## src/rtl/prog_rate_divider.sv

```systemverilog
// Programmable rate divider: divides inputClock_i by a runtime-loadable divisor and
// emits a 50% toggle clock, a one-cycle pulse or a one-shot level, plus a tick counter.
module prog_rate_divider #(
    parameter int unsigned WIDTH       = 26,
    parameter int unsigned DEFAULT_DIV = 50_000_000,
    parameter int unsigned CNT_WIDTH   = 16
) (
    input  logic                 inputClock_i,
    input  logic                 nReset_i,
    input  logic                 enable_i,
    input  logic                 pause_i,
    input  logic                 clear_i,
    input  logic                 load_i,
    input  logic [WIDTH-1:0]     loadValue_i,
    input  logic [1:0]           mode_i,
    output logic                 outputClock_o,
    output logic                 tick_o,
    output logic                 busy_o,
    output logic                 loadError_o,
    output logic [CNT_WIDTH-1:0] tickCount_o
);

    typedef enum logic [1:0] {
        ST_IDLE   = 2'b00,
        ST_RUN    = 2'b01,
        ST_PAUSED = 2'b10,
        ST_DONE   = 2'b11
    } state_t;

    typedef enum logic [1:0] {
        MODE_TOGGLE  = 2'b00,
        MODE_PULSE   = 2'b01,
        MODE_ONESHOT = 2'b10,
        MODE_RSVD    = 2'b11
    } mode_t;

    state_t               state_q,   state_d;
    mode_t                mode_q,    mode_d;
    logic [WIDTH-1:0]     counter_q, counter_d;
    logic [WIDTH-1:0]     divisor_q, divisor_d;
    logic [CNT_WIDTH-1:0] count_q,   count_d;
    logic                 out_clk_q, out_clk_d;
    logic                 tick_q,    tick_d;
    logic                 busy_q,    busy_d;
    logic                 load_err_q, load_err_d;

    logic load_ok;
    logic expiry;

    assign load_ok = load_i && (loadValue_i != '0);
    // The counter is zeroed on every accepted load, so it never runs past divisor-1.
    assign expiry  = (counter_q == divisor_q - WIDTH'(1));

    // NOTE: every variable gets a default first so no path through this block infers a latch.
    always_comb begin
        state_d    = state_q;
        mode_d     = mode_q;
        counter_d  = counter_q;
        divisor_d  = divisor_q;
        count_d    = count_q;
        out_clk_d  = out_clk_q;
        tick_d     = 1'b0;
        load_err_d = 1'b0;

        // Divisor capture is independent of the state machine and accepted everywhere.
        if (load_i) begin
            if (load_ok) divisor_d  = loadValue_i;
            else         load_err_d = 1'b1;
        end

        if (clear_i) begin
            counter_d = '0;
            count_d   = '0;
            out_clk_d = 1'b0;
        end else if (!enable_i) begin
            state_d   = ST_IDLE;
            counter_d = '0;
            out_clk_d = 1'b0;
        end else begin
            case (state_q)
                ST_IDLE: begin
                    state_d   = ST_RUN;
                    counter_d = '0;
                    count_d   = '0;
                    mode_d    = mode_t'(mode_i);
                end
                ST_RUN: begin
                    if (load_ok) begin
                        counter_d = '0;
                    end else if (!pause_i) begin
                        if (expiry) begin
                            counter_d = '0;
                            tick_d    = 1'b1;
                            count_d   = count_q + CNT_WIDTH'(1);
                        end else begin
                            counter_d = counter_q + WIDTH'(1);
                        end
                    end
                    if (pause_i) state_d = ST_PAUSED;

                    case (mode_q)
                        MODE_TOGGLE:  if (tick_d) out_clk_d = ~out_clk_q;
                        MODE_ONESHOT: if (tick_d) begin
                            out_clk_d = 1'b1;
                            state_d   = ST_DONE;
                        end
                        default:      out_clk_d = tick_d;
                    endcase
                end
                ST_PAUSED: begin
                    if (load_ok)  counter_d = '0;
                    if (!pause_i) state_d   = ST_RUN;
                end
                ST_DONE: begin
                    if (load_ok) counter_d = '0;
                end
            endcase
        end

        busy_d = (state_d == ST_RUN) || (state_d == ST_PAUSED);
    end

    // NOTE: sequential state uses non-blocking assignments so all registers update together.
    always_ff @(posedge inputClock_i or negedge nReset_i) begin
        if (!nReset_i) begin
            state_q    <= ST_IDLE;
            mode_q     <= MODE_PULSE;
            counter_q  <= '0;
            divisor_q  <= WIDTH'(DEFAULT_DIV);
            count_q    <= '0;
            out_clk_q  <= 1'b0;
            tick_q     <= 1'b0;
            busy_q     <= 1'b0;
            load_err_q <= 1'b0;
        end else begin
            state_q    <= state_d;
            mode_q     <= mode_d;
            counter_q  <= counter_d;
            divisor_q  <= divisor_d;
            count_q    <= count_d;
            out_clk_q  <= out_clk_d;
            tick_q     <= tick_d;
            busy_q     <= busy_d;
            load_err_q <= load_err_d;
        end
    end

    assign outputClock_o = out_clk_q;
    assign tick_o        = tick_q;
    assign busy_o        = busy_q;
    assign loadError_o   = load_err_q;
    assign tickCount_o   = count_q;

endmodule

```

## config.mk

```make
export PLATFORM = sky130hd
export DESIGN_NAME = prog_rate_divider
export DESIGN_NICKNAME = d
export VERILOG_FILES = /design/src/rtl/prog_rate_divider.sv
export SDC_FILE = /design/constraint.sdc
export NUM_CORES = 1
export LEC_CHECK = 0
export ABC_AREA = 0
export CAP_MARGIN = 20
export CORE_ASPECT_RATIO = 0.5
export CORE_MARGIN = 4
export CORE_UTILIZATION = 45
export DETAILED_ROUTE_END_ITERATION = 10
export PLACE_DENSITY = 0.71
export SKIP_LAST_GASP = 1
export SLEW_MARGIN = 40
export SYNTH_ARGS = -nofsm -noshare
export SYNTH_HDL_FRONTEND = slang
export SYNTH_SLANG_ARGS = --single-unit
```

## constraint.sdc

```tcl
create_clock -name inputClock_i -period 7.56 [get_ports inputClock_i]
set_input_delay 1.134 -clock inputClock_i [delete_from_list [all_inputs] [get_ports inputClock_i]]
set_output_delay 1.134 -clock inputClock_i [all_outputs]
set_load 0.02 [all_outputs]
```

* Yosys cells after proc, flatten, opt, wreduce, memory -nomap -nowiden *
Index checks and enable logic that the tools add are counted.

word-level totals
  bits of input ports = 34
  register bits after elaboration = 76

cells by class
  reductions and logical operators = 13
  eq/ne operators = 15
  add/sub/neg operators = 3
  muxes and demuxes = 37
  bitwise gates (word level) = 2

operators with widths
  operator                 number
  $mux W26                 6
  $mux W16                 5
  $pmux W26 S3             1
  $pmux W16 S2             1
  $add A26 B1 Y26 const B  1
  $eq A26 B26 Y1           1
  $reduce_bool A26 Y1      1
  $sub A26 B1 Y26 const B  1
  $add A16 B1 Y16 const B  1
  $mux W1                  16
  $mux W2                  6
  $ne A3 B3 Y1 const B     3
  $eq A2 B2 Y1 const B     4
  $ne A4 B4 Y1 const B     2
  $pmux W2 S3              1
  $reduce_and A3 Y1        2
  $ne A5 B5 Y1 const B     1
  $reduce_and A5 Y1        1
  $eq A2 B1 Y1 const B     2
  $logic_not A2 Y1         2
  $ne A4 B2 Y1 const B     1
  $reduce_and A2 Y1        2
  $ne A3 B1 Y1 const B     1
  $reduce_bool A3 Y1       1
  6 further kinds          7

* Longest topological paths before layout *
Gate-level depths: netlist (run 1).

  depth in word-level cells = 15
  mapped depth = 12
  mapped depth without buffers = 10

* Worst setup path after synthesis (run 1) *
Ideal clock, no wire load.

  kind = input to register
  from = input port loadValue_i[7]
  to = register count_q[12] (netlist: tickCount_o[12])
  arrival time = 3,104 ps
  buffers on the path = 1
  required time = 7,478 ps
  stages on the path = 9
  path slack = 4,374 ps
  path through = nor4_1 > nand4_1 > o21a_1 > nor4b_1 > nand4_1 > nor4b_4 > buf_6 > a31oi_1 > a31oi_1

between the ends
  cells in the longest elaborated chain, start to end = 4

ends and longest elaborated chain
  element                      RTL line  RTL
  start: declaration           14        input logic [WIDTH-1:0] loadValue_i,
  $reduce_bool A26 Y1          50        assign load_ok = load_i && (loadValue_i != '0);
  $logic_and A1 B1 Y1          50
  $ne A3 B3 Y1 (no line)       -
  $reduce_and A5 Y1 (no line)  -
  end signal: assignment       140       count_q <= count_d;
  end: declaration             41        logic [CNT_WIDTH-1:0] count_q, count_d;

Every way passes these cells.
A chain may end at the register's enable or synchronous reset.

* Worst setup path after layout (run 1) *
  from = input port clear_i
  to = register counter_q[17]

between the ends
  cells in the longest elaborated chain, start to end = 2

ends and longest elaborated chain
  element                                                        RTL line  RTL
  start: declaration                                             12        input logic clear_i,
  $ne A5 B5 Y1 (no line) / $ne A4 B2 Y1 (equally long branches)  -
  $reduce_and A2 Y1 (no line)                                    -
  end signal: assignment                                         138       counter_q <= counter_d;
  end: declaration                                               39        logic [WIDTH-1:0] counter_q, counter_d;

Several ways; a longest one is shown, not always the timed one.

==> results of run 1 <==
[layer usage]
metal / vias to the layer above / GRT usage (%) / wire length [microns]
li1: 2120 / - / -
met1: 2211 / 31.1 / 6360
met2: 149 / 33.0 / 5830
met3: 17 / 5.05 / 786
met4: 0 / 4.94 / 133
met5: - / 0 / 0
[per-stage QoR]
stage	setup WS (ps)	hold WS [ps]	cells	utilization [%]	area (sq um)
after global routing	3210	529	736	55.8	5870
final	3470	500	736	55.8	5870
after global placement	3220	476	719	53.0	5570
after detailed placement	3160	488	720	53.3	5600
after CTS	3490	496	736	55.8	5870
after floorplan	4370	462	553	-	4990
[cells in the mapped netlist (all sizes together) (3+ instances only)]
| cell type | count | area [sq um] |
|---|---|---|
| clkbuf | 15 | 56.3 |
| a21oi | 9 | 45.0 |
| buf | 14 | 88.8 |
| o211ai | 4 | 35.0 |
| a31o | 7 | 61.3 |
| inv | 17 | 63.8 |
| or4 | 5 | 45.0 |
| nor2 | 32 | 128 |
| xnor2 | 28 | 245 |
| nor3 | 9 | 50.1 |
| and3 | 9 | 56.3 |
| o311ai | 3 | 26.3 |
| nand2 | 78 | 293 |
| nor4b | 4 | 65.1 |
| a41oi | 6 | 52.6 |
| o21ai | 29 | 145 |
| ha | 3 | 37.5 |
| nand2b | 3 | 18.8 |
| dfstp | 13 | 342 |
| a211oi | 3 | 22.5 |
| a31oi | 17 | 106 |
| mux2 | 22 | 248 |
| nand4 | 14 | 93.8 |
| xor2 | 10 | 87.6 |
| nor4 | 21 | 178 |
| a21o | 11 | 82.6 |
| nor2b | 4 | 25.0 |
| o21a | 4 | 30.0 |
| o31ai | 3 | 22.5 |
| or2 | 6 | 37.5 |
| nand3 | 37 | 185 |
| o41ai | 8 | 96.4 |
| a2bb2oi | 3 | 26.3 |
| nand4b | 3 | 26.3 |
| and2 | 8 | 50.1 |
| or3 | 4 | 25.0 |
| dfrtp | 63 | 1580 |
[final timing paths]
check	to	slack, ps	startpoint
worst max-delay path	counter_q[17]$_DFFE_PN0P_	3470	clear_i
worst min-delay path	divisor_q[14]$_DFFE_PN1P_	500	divisor_q[14]$_DFFE_PN1P_
worst max register to register	counter_q[25]$_DFFE_PN0P_	3530	divisor_q[0]$_DFFE_PN0P_
worst min register to register	divisor_q[14]$_DFFE_PN1P_	500	divisor_q[14]$_DFFE_PN1P_
max in group asynchronous	counter_q[11]$_DFFE_PN0P_	6240	nReset_i
min in group asynchronous	tickCount_o[3]$_DFFE_PN0P_	800	nReset_i
[final cells by class]
class / count / area, sq um
Fill cell: 916 / 4640
Multi-Input combinational cell: 431 / 2890
Sequential cell: 76 / 1920
Timing Repair Buffer: 56 / 558
Clock buffer: 14 / 254
Tap cell: 140 / 175
Inverter: 17 / 63.8
Clock inverter: 2 / 10.0
[logic make-up after synthesis]
family | after synthesis
compound gates | 124
xor+xnor | 38
fa+ha+maj | 3
buf+inv | 46
flops | 76
mux | 23
simple gates | 243
[state kept, by name, summed over array words and instances, names as in the netlist]
name	count
busy_o	1
state_q	2
tickCount_o	16
counter_q	26
mode_q	2
loadError_o	1
outputClock_o	1
divisor_q	26
tick_o	1
[power breakdown]
| group | internal [uW] | switching (uW) | total (uW) |
|---|---|---|---|
| clock network | 231 | 165 | 396 |
| logic | 69.5 | 79.2 | 149 |
| registers | 434 | 34.5 | 469 |
[worst max-delay path, cell delays in order]
cell and delay, ps:
clkdlybuf4s50_1 550, nor2b_1 370, and2_0 700, nand3_1 490, or2_2 480, nor2_4 400, a31o_1 220
==> results.json, run 1 <==
{
  "post-route-min-period_ps": 4090,
  "final_cell_mix": "78 x nand2_1, 63 x dfrtp_1, 52 x clkdlybuf4s50_1",
  "antenna_found_initial": 0,
  "num_antenna_cells": 0,
  "netlist_area_sq_um": 4990,
  "cts_max_path_buffers": 2,
  "synth_edf_count": 0,
  "cts_sinks": 76,
  "totalPowerFinal_uw": 1010,
  "rsz0062_at_grt": "no",
  "dieArea_sq_um": 12900,
  "syn-num-nets": 590,
  "gp_congestion": 0.825,
  "crit_type": "in -> reg",
  "synth_mux_area_share_pct": 5.16,
  "ys_seq_area_share_pct": 38.4,
  "async_reset_ff_share_pct": 100,
  "layout_commonest_cell": "nand2_1",
  "power.density_nw_per_um2": 173,
  "postRouteAntennaNets": 0,
  "globalRouteOverflowTotal": 0,
  "die_y_microns": 82.5,
  "synth_xor_area_share_pct": 6.66,
  "syn2layout_area_growth_pct": 17.5,
  "grt_pass1_wl_microns": 22300,
  "drive_gt1_share_pct": 12.8,
  "root_buffer": "clkbuf_16",
  "tightestPinTransition_ps": 791,
  "synth-compound-area-share_pct": 18.2,
  "yosys.area_share.simple_pct": 26.7,
  "p_leak_uw": 0.00231,
  "ys.flop_type": "dfrtp_1",
  "finalHoldViolations": 0,
  "synthAdderAreaFrac_pct": 0.752,
  "end_kind": "flop",
  "wl_microns": 13100,
  "htreeDepth": 3,
  "status": "finished, final reports clean",
  "initial_core_util_pct": 47.5,
  "cts_buffers": 9,
  "crit_arrival_ps": 4360,
  "clk_latency_ps": 330,
  "grt_max_degree": 77,
  "cts_resized": 0,
  "crit_fanout": 18,
  "dr.pass1.iters": 5,
  "initialDrtViolationCount": 266,
  "core_sq_um": 10500,
  "ioPinCount": 54,
  "post_drt_wl_per_cell_microns": 17.8,
  "grt_pass1_vias": 4383,
  "slew_violations": 0,
  "min_path_cells": 2,
  "fin_nets": 628,
  "via_per_inst": 6.11,
  "drc": 0,
  "worstPathRequired_ps": 7830,
  "syn_area_per_cell_sq_um": 9.03,
  "post_cts_buffers": 0,
  "ys_seq_elements": 76,
  "tns_ps": 0,
  "synth_top_family_by_area": "simple AND/OR/NAND/NOR gates",
  "skew_ps": 5.55,
  "peakVddDrop_v": 0.000110,
  "hold_path_class": "reg -> reg",
  "io_buffers": 53,
  "critPathLaunchType": "primary input",
  "ys_types": 71,
  "cts_tree": "built",
  "maxCapViolCount": 0,
  "dp_hpwl_microns": 9090,
  "clkTransAtPathRegs_ps": 60,
  "ys_warn_count": 0,
  "hold_buffers": 0,
  "rows": 26,
  "r2r_cells": 10,
  "grtUsageTotal_pct": 21.5,
  "num_vias": 4497,
  "dieWidth_microns": 157,
  "syn_inst": 553,
  "max_freq_mhz": 244,
  "setup_viol_count_final": 0,
  "slew_headroom_pct": 47.2,
  "fin_crit_sh_pct": 54.1
}
(Power assumes the default switching activity.)
==> run 2: changes to the inputs <==
- clock period: 7.56 -> 4.15 ns (I/O delays scaled with it)
==> run 2 against run 1 <==
Against the previous run: combinational power grew 85%; sequential power grew 82%; worst setup slack lost 2800 ps; via count shrank 0.11%; clock-buffer cell count shrank 2; sequential share of layout area shrank 0.73 points; critical path depth grew 4; utilization grew 1.3 points; cell area grew 2.3%; non-clock buffer count grew 7; first-iteration DRC count grew 25%.
==> results.json, run 2 (same netlist as run 1, synthesis figures left out) <==
{
  "status": "finished, final reports clean",
  "peakVddDrop_v": 0.000221,
  "grt_pass1_wl_microns": 21600,
  "syn2layout_area_growth_pct": 20.1,
  "postRouteAntennaNets": 0,
  "layout_commonest_cell": "nand2_1",
  "fin_nets": 635,
  "skew_ps": 7.21,
  "netSwitchingFraction_pct": 24.8,
  "cts_sinks": 76,
  "p_clk_share_pct": 45.0,
  "slew_violations": 0,
  "crit_fanout": 27,
  "grt_max_degree": 77,
  "worstPathRequired_ps": 4360,
  "maxCapViolCount": 0,
  "p_switching_uw": 508,
  "drive_gt1_share_pct": 13.9,
  "crit_chain": "inv_1 -> ha_1 -> nor4b_4 -> nand4_2 -> nor4_1 -> o211ai_1 -> nor4_1 -> and4b_1 -> buf_12 -> nand4b_1 -> o31a_1",
  "setup_viol_count_final": 0,
  "dieArea_sq_um": 12900,
  "tns_ps": 0,
  "initial_core_util_pct": 47.5,
  "cpPeakStageDelay_ps": 430,
  "max_freq_mhz": 285,
  "totalPowerFinal_uw": 2050,
  "ioPinCount": 54,
  "dp_hpwl_microns": 9220,
  "p_int_uw": 1540,
  "htreeDepth": 3,
  "clk_latency_ps": 330,
  "via_per_inst": 6.05,
  "fin_crit_sh_pct": 84.6,
  "initialDrtViolationCount": 333,
  "critPathLaunchType": "flop",
  "cts_max_path_buffers": 2,
  "end_kind": "flop",
  "finalHoldViolations": 0,
  "cp_top_family": "simple AND/OR/NAND/NOR gates",
  "crit_type": "reg -> reg",
  "num_vias": 4492,
  "crit_top_cell": "nor4_1",
  "crit_arrival_ps": 3720,
  "final_cell_mix": "78 x nand2_1, 63 x dfrtp_1, 52 x clkdlybuf4s50_1",
  "drc": 0,
  "rsz0062_at_grt": "no",
  "wl_microns": 12900,
  "pwr-share-seq_pct": 41.6,
  "crit_buf_inv": 2,
  "hold_buffers": 0,
  "core_sq_um": 10500,
  "slew_headroom_pct": 51.2,
  "power.density_nw_per_um2": 342,
  "antenna_found_initial": 0,
  "post_cts_buffers": 0,
  "globalRouteOverflowTotal": 0,
  "cp_slowest_cell": "nor4_1",
  "hold_path_class": "in -> async",
  "p_comb_share_pct": 13.4,
  "root_buffer": "clkbuf_16",
  "num_antenna_cells": 0,
  "dieWidth_microns": 157,
  "grt_pass1_vias": 4256,
  "tightestPinTransition_ps": 729,
  "cts_resized": 0,
  "gp_congestion": 0.960,
  "dr.pass1.iters": 5,
  "grtUsageTotal_pct": 20.9,
  "clkTransAtPathRegs_ps": 60,
  "rows": 26,
  "die_y_microns": 82.5,
  "cts_tree": "built",
  "post_drt_wl_per_cell_microns": 17.3,
  "p_leak_uw": 0.00239,
  "post-route-min-period_ps": 3510,
  "io_buffers": 53,
  "cts_buffers": 9
}
## run 2: changes by cell type in the layout (fill, tap and decap cells not counted), sizes merged
cell and delta:
buf +7, bufinv +3, clkbuf -2, clkinv -1
## run 2: path summary, 6_finish.rpt
path / start / end / slack (ps) / cells past startpoint
max: divisor_q[0]$_DFFE_PN0P_ / busy_o$_DFF_PN0_ / 640 / 11
min: nReset_i / tickCount_o[15]$_DFFE_PN0P_ / 310 / 1
max reg2reg: divisor_q[0]$_DFFE_PN0P_ / busy_o$_DFF_PN0_ / 640 / 11
min reg2reg: divisor_q[15]$_DFFE_PN1P_ / divisor_q[15]$_DFFE_PN1P_ / 490 / 2
max in group asynchronous: nReset_i / loadError_o$_DFF_PN0_ / 3360 / 1
min in group inputClock_i: divisor_q[15]$_DFFE_PN1P_ / divisor_q[15]$_DFFE_PN1P_ / 490 / 2
## run 2: cell type report
type                       instances  area, sq um
fill                             911         4510
timing repair buffer              63          619
multi-input combinational        431         2870
tap                              140          175
clock inverter                     4         95.1
clock buffer                      12          256
inverter                          17         63.8
sequential                        76         1920
## run 2: worst reg2reg max path, stage by stage, from the launching register on
cell	delay (ps)
dfrtp_1	420
inv_1	100
ha_1	240
nor4b_4	340
nand4_2	340
nor4_1	430
o211ai_1	160
nor4_1	420
and4b_1	350
buf_12	200
nand4b_1	140
o31a_1	260
## run 2: metrics by stage
stage               hold WS (ps)  setup slack (ps)  area, sq um  utilization, %  std cells
CTS                          351               708         6000            57.1        743
global placement             479               741         5640            53.7        727
detailed placement           485               678         5650            53.8        727
global route                 378               349         6000            57.1        743
finish                       307               641         6000            57.1        743
floorplan                    327              1110         4990               -        553
## run 2: layer usage
metal  wire length [microns]  vias up  part of all wire, %  track usage (%)
li1                        -     2144                    -                -
met1                    6340     2216                   49             30.1
met2                    5730      120                   45             33.4
met3                     699       12                  5.4             4.06
met4                      89        0                 0.69             3.72
met5                       0        -                    0                0
## run 2: power groups by stage
stage / clock [uW] / sequential (uW) / combinational (uW)
2_1_floorplan: 0 / 842 / 185
5_1_grt: 969 / 861 / 303
6_report: 922 / 853 / 275
3_5_place_dp: 0 / 866 / 273
4_1_cts: 937 / 853 / 276
3_3_place_gp: 0 / 865 / 269
==> run 3: changes to the inputs <==
- clock period: 4.15 -> 3.5 ns (I/O delays scaled with it)
==> run 3 against run 2 <==
Against the previous run: final cell count rose by 1.7%; sequential power rose by 17%; hold slack got worse by 120 ps; cell area increased by 1.3%; critical path type unchanged; largest cell class unchanged; largest power group is now registers.
==> results.json, run 3 (same netlist as run 1, synthesis figures left out) <==
{
  "status": "finished, final reports clean",
  "r2r_cells": 13,
  "crit_chain": "inv_1 -> ha_1 -> nor4b_4 -> buf_4 -> nand2_1 -> or4b_1 -> a21oi_2 -> and3_1 -> and4b_1 -> buf_12 -> nor2_4 -> buf_12 -> a31o_1",
  "grt_pass1_vias": 4382,
  "slew_headroom_pct": 47.0,
  "cpPeakStageDelay_ps": 580,
  "p_leak_uw": 0.00243,
  "globalRouteOverflowTotal": 0,
  "syn2layout_area_growth_pct": 21.7,
  "cts_sinks": 76,
  "end_kind": "flop",
  "grt_max_degree": 77,
  "grtUsageTotal_pct": 21.6,
  "crit_type": "reg -> reg",
  "via_per_inst": 6.03,
  "dp_hpwl_microns": 9410,
  "core_sq_um": 10500,
  "fin_nets": 648,
  "drc": 0,
  "gp_congestion": 0.904,
  "cts_max_path_buffers": 2,
  "dieArea_sq_um": 12900,
  "post_dp_cell_area_sq_um": 5770,
  "layout_commonest_cell": "nand2_1",
  "totalPowerFinal_uw": 2230,
  "r2r_slack_ps": 210,
  "tightestPinTransition_ps": 792,
  "max_freq_mhz": 304,
  "cts_buffers": 9,
  "post-route-min-period_ps": 3290,
  "cp_slowest_cell": "or4b_1",
  "worstPathRequired_ps": 3730,
  "crit_fanout": 27,
  "finalHoldViolations": 0,
  "crit-reg2reg-launch": "divisor_q[0]$_DFFE_PN0P_",
  "fin_crit_sh_pct": 94.1,
  "wl_microns": 13200,
  "finalInstanceArea_sq_um": 6080,
  "hold_path_class": "in -> async",
  "critPathLaunchType": "flop",
  "crit_top_cell": "buf_12",
  "peakVddDrop_v": 0.000220,
  "ioPinCount": 54,
  "place_inst": 738,
  "initialDrtViolationCount": 276,
  "grt_pass1_wl_microns": 22200,
  "post_drt_wl_per_cell_microns": 17.4,
  "crit_arrival_ps": 3520,
  "final_cell_mix": "78 x nand2_1, 63 x dfrtp_1, 52 x clkdlybuf4s50_1",
  "root_buffer": "clkbuf_16",
  "worstReg2RegEnd": "counter_q[4]$_DFFE_PN0P_",
  "dieWidth_microns": 157,
  "die_y_microns": 82.5,
  "rows": 26,
  "htreeDepth": 3,
  "clk_latency_ps": 340,
  "drive_gt1_share_pct": 15.7,
  "setup_viol_count_final": 0,
  "antenna_found_initial": 0,
  "power.density_nw_per_um2": 368,
  "postRouteAntennaNets": 0,
  "num_antenna_cells": 0,
  "dr.pass1.iters": 5,
  "fin_cells": 756,
  "cts_tree": "built",
  "io_buffers": 53,
  "num_vias": 4557,
  "skew_ps": 7.89,
  "initial_core_util_pct": 47.5,
  "maxCapViolCount": 0,
  "clkTransAtPathRegs_ps": 60,
  "slew_violations": 0
}
[run 3: cell count changes in the layout (fill, tap and decap cells not counted), sizes merged]
cell    delta
clkinv     +1
clkbuf     +2
buf       +13
bufinv     -3
[run 3: through the flow]
| step | hold WS [ps] | util [%] | setup WS (ps) | setup TNS [ps] |
|---|---|---|---|---|
| 2_1_floorplan | 229 | - | 464 | 0 |
| 3_3_place_gp | 483 | 54.9 | 175 | 0 |
| 3_5_place_dp | 484 | 54.9 | 98.2 | 0 |
| 4_1_cts | 251 | 57.5 | 66.7 | 0 |
| 5_1_grt | 276 | 57.8 | -3.46 | -3.46 |
| 6_report | 191 | 57.8 | 207 | 0 |
[run 3: what timing repair did]
action                     4_1_cts  5_1_grt
setup endpoints to repair        0       45
hold buffers                     0        0
gates resized for setup          0        3
hold endpoints to repair         0        0
buffers inserted                 0        2
[run 3: cell type report]
| cell class | count | area, sq um |
|---|---|---|
| clock buffers | 14 | 264 |
| clock inverters | 2 | 10.0 |
| fillers | 923 | 4430 |
| inverters | 17 | 63.8 |
| multi-input cells | 431 | 2890 |
| flip-flops and latches | 76 | 1920 |
| well taps | 140 | 175 |
| repair buffers | 76 | 754 |
[run 3: critical path, delay by kind of cell, from the launching register on]
family | cells | cell delay, ps
compound gates | 2 | 440
fa+ha+maj | 1 | 240
buf+inv | 4 | 630
flops | 1 | 430
simple gates | 6 | 1430
[run 3: worst max path at each step]
stage,start,end,cells past startpoint
detailed placement,divisor_q[0]$_DFFE_PN0P_,counter_q[2]$_DFFE_PN0P_,12
finish,divisor_q[0]$_DFFE_PN0P_,counter_q[4]$_DFFE_PN0P_,13
global placement,divisor_q[0]$_DFFE_PN0P_,counter_q[2]$_DFFE_PN0P_,12
CTS,divisor_q[0]$_DFFE_PN0P_,tickCount_o[9]$_DFFE_PN0P_,11
floorplan,divisor_q[0]$_DFFE_PN0P_,busy_o$_DFF_PN0_,12
global route,divisor_q[0]$_DFFE_PN0P_,tickCount_o[11]$_DFFE_PN0P_,13
[run 3: metal layers]
metal / GRT usage [%] / vias up / share of wire (%)
met5: 0 / - / 0
met4: 3.90 / 0 / 0.58
met3: 5.10 / 10 / 5.9
met2: 35.3 / 136 / 45
met1: 30.0 / 2236 / 49
li1: - / 2175 / -
[run 3: where the power goes]
group	switching (uW)	internal [uW]	total, uW
sequential	66.4	938	1000
clock	360	518	877
combinational	184	168	352
total	610	1620	2230
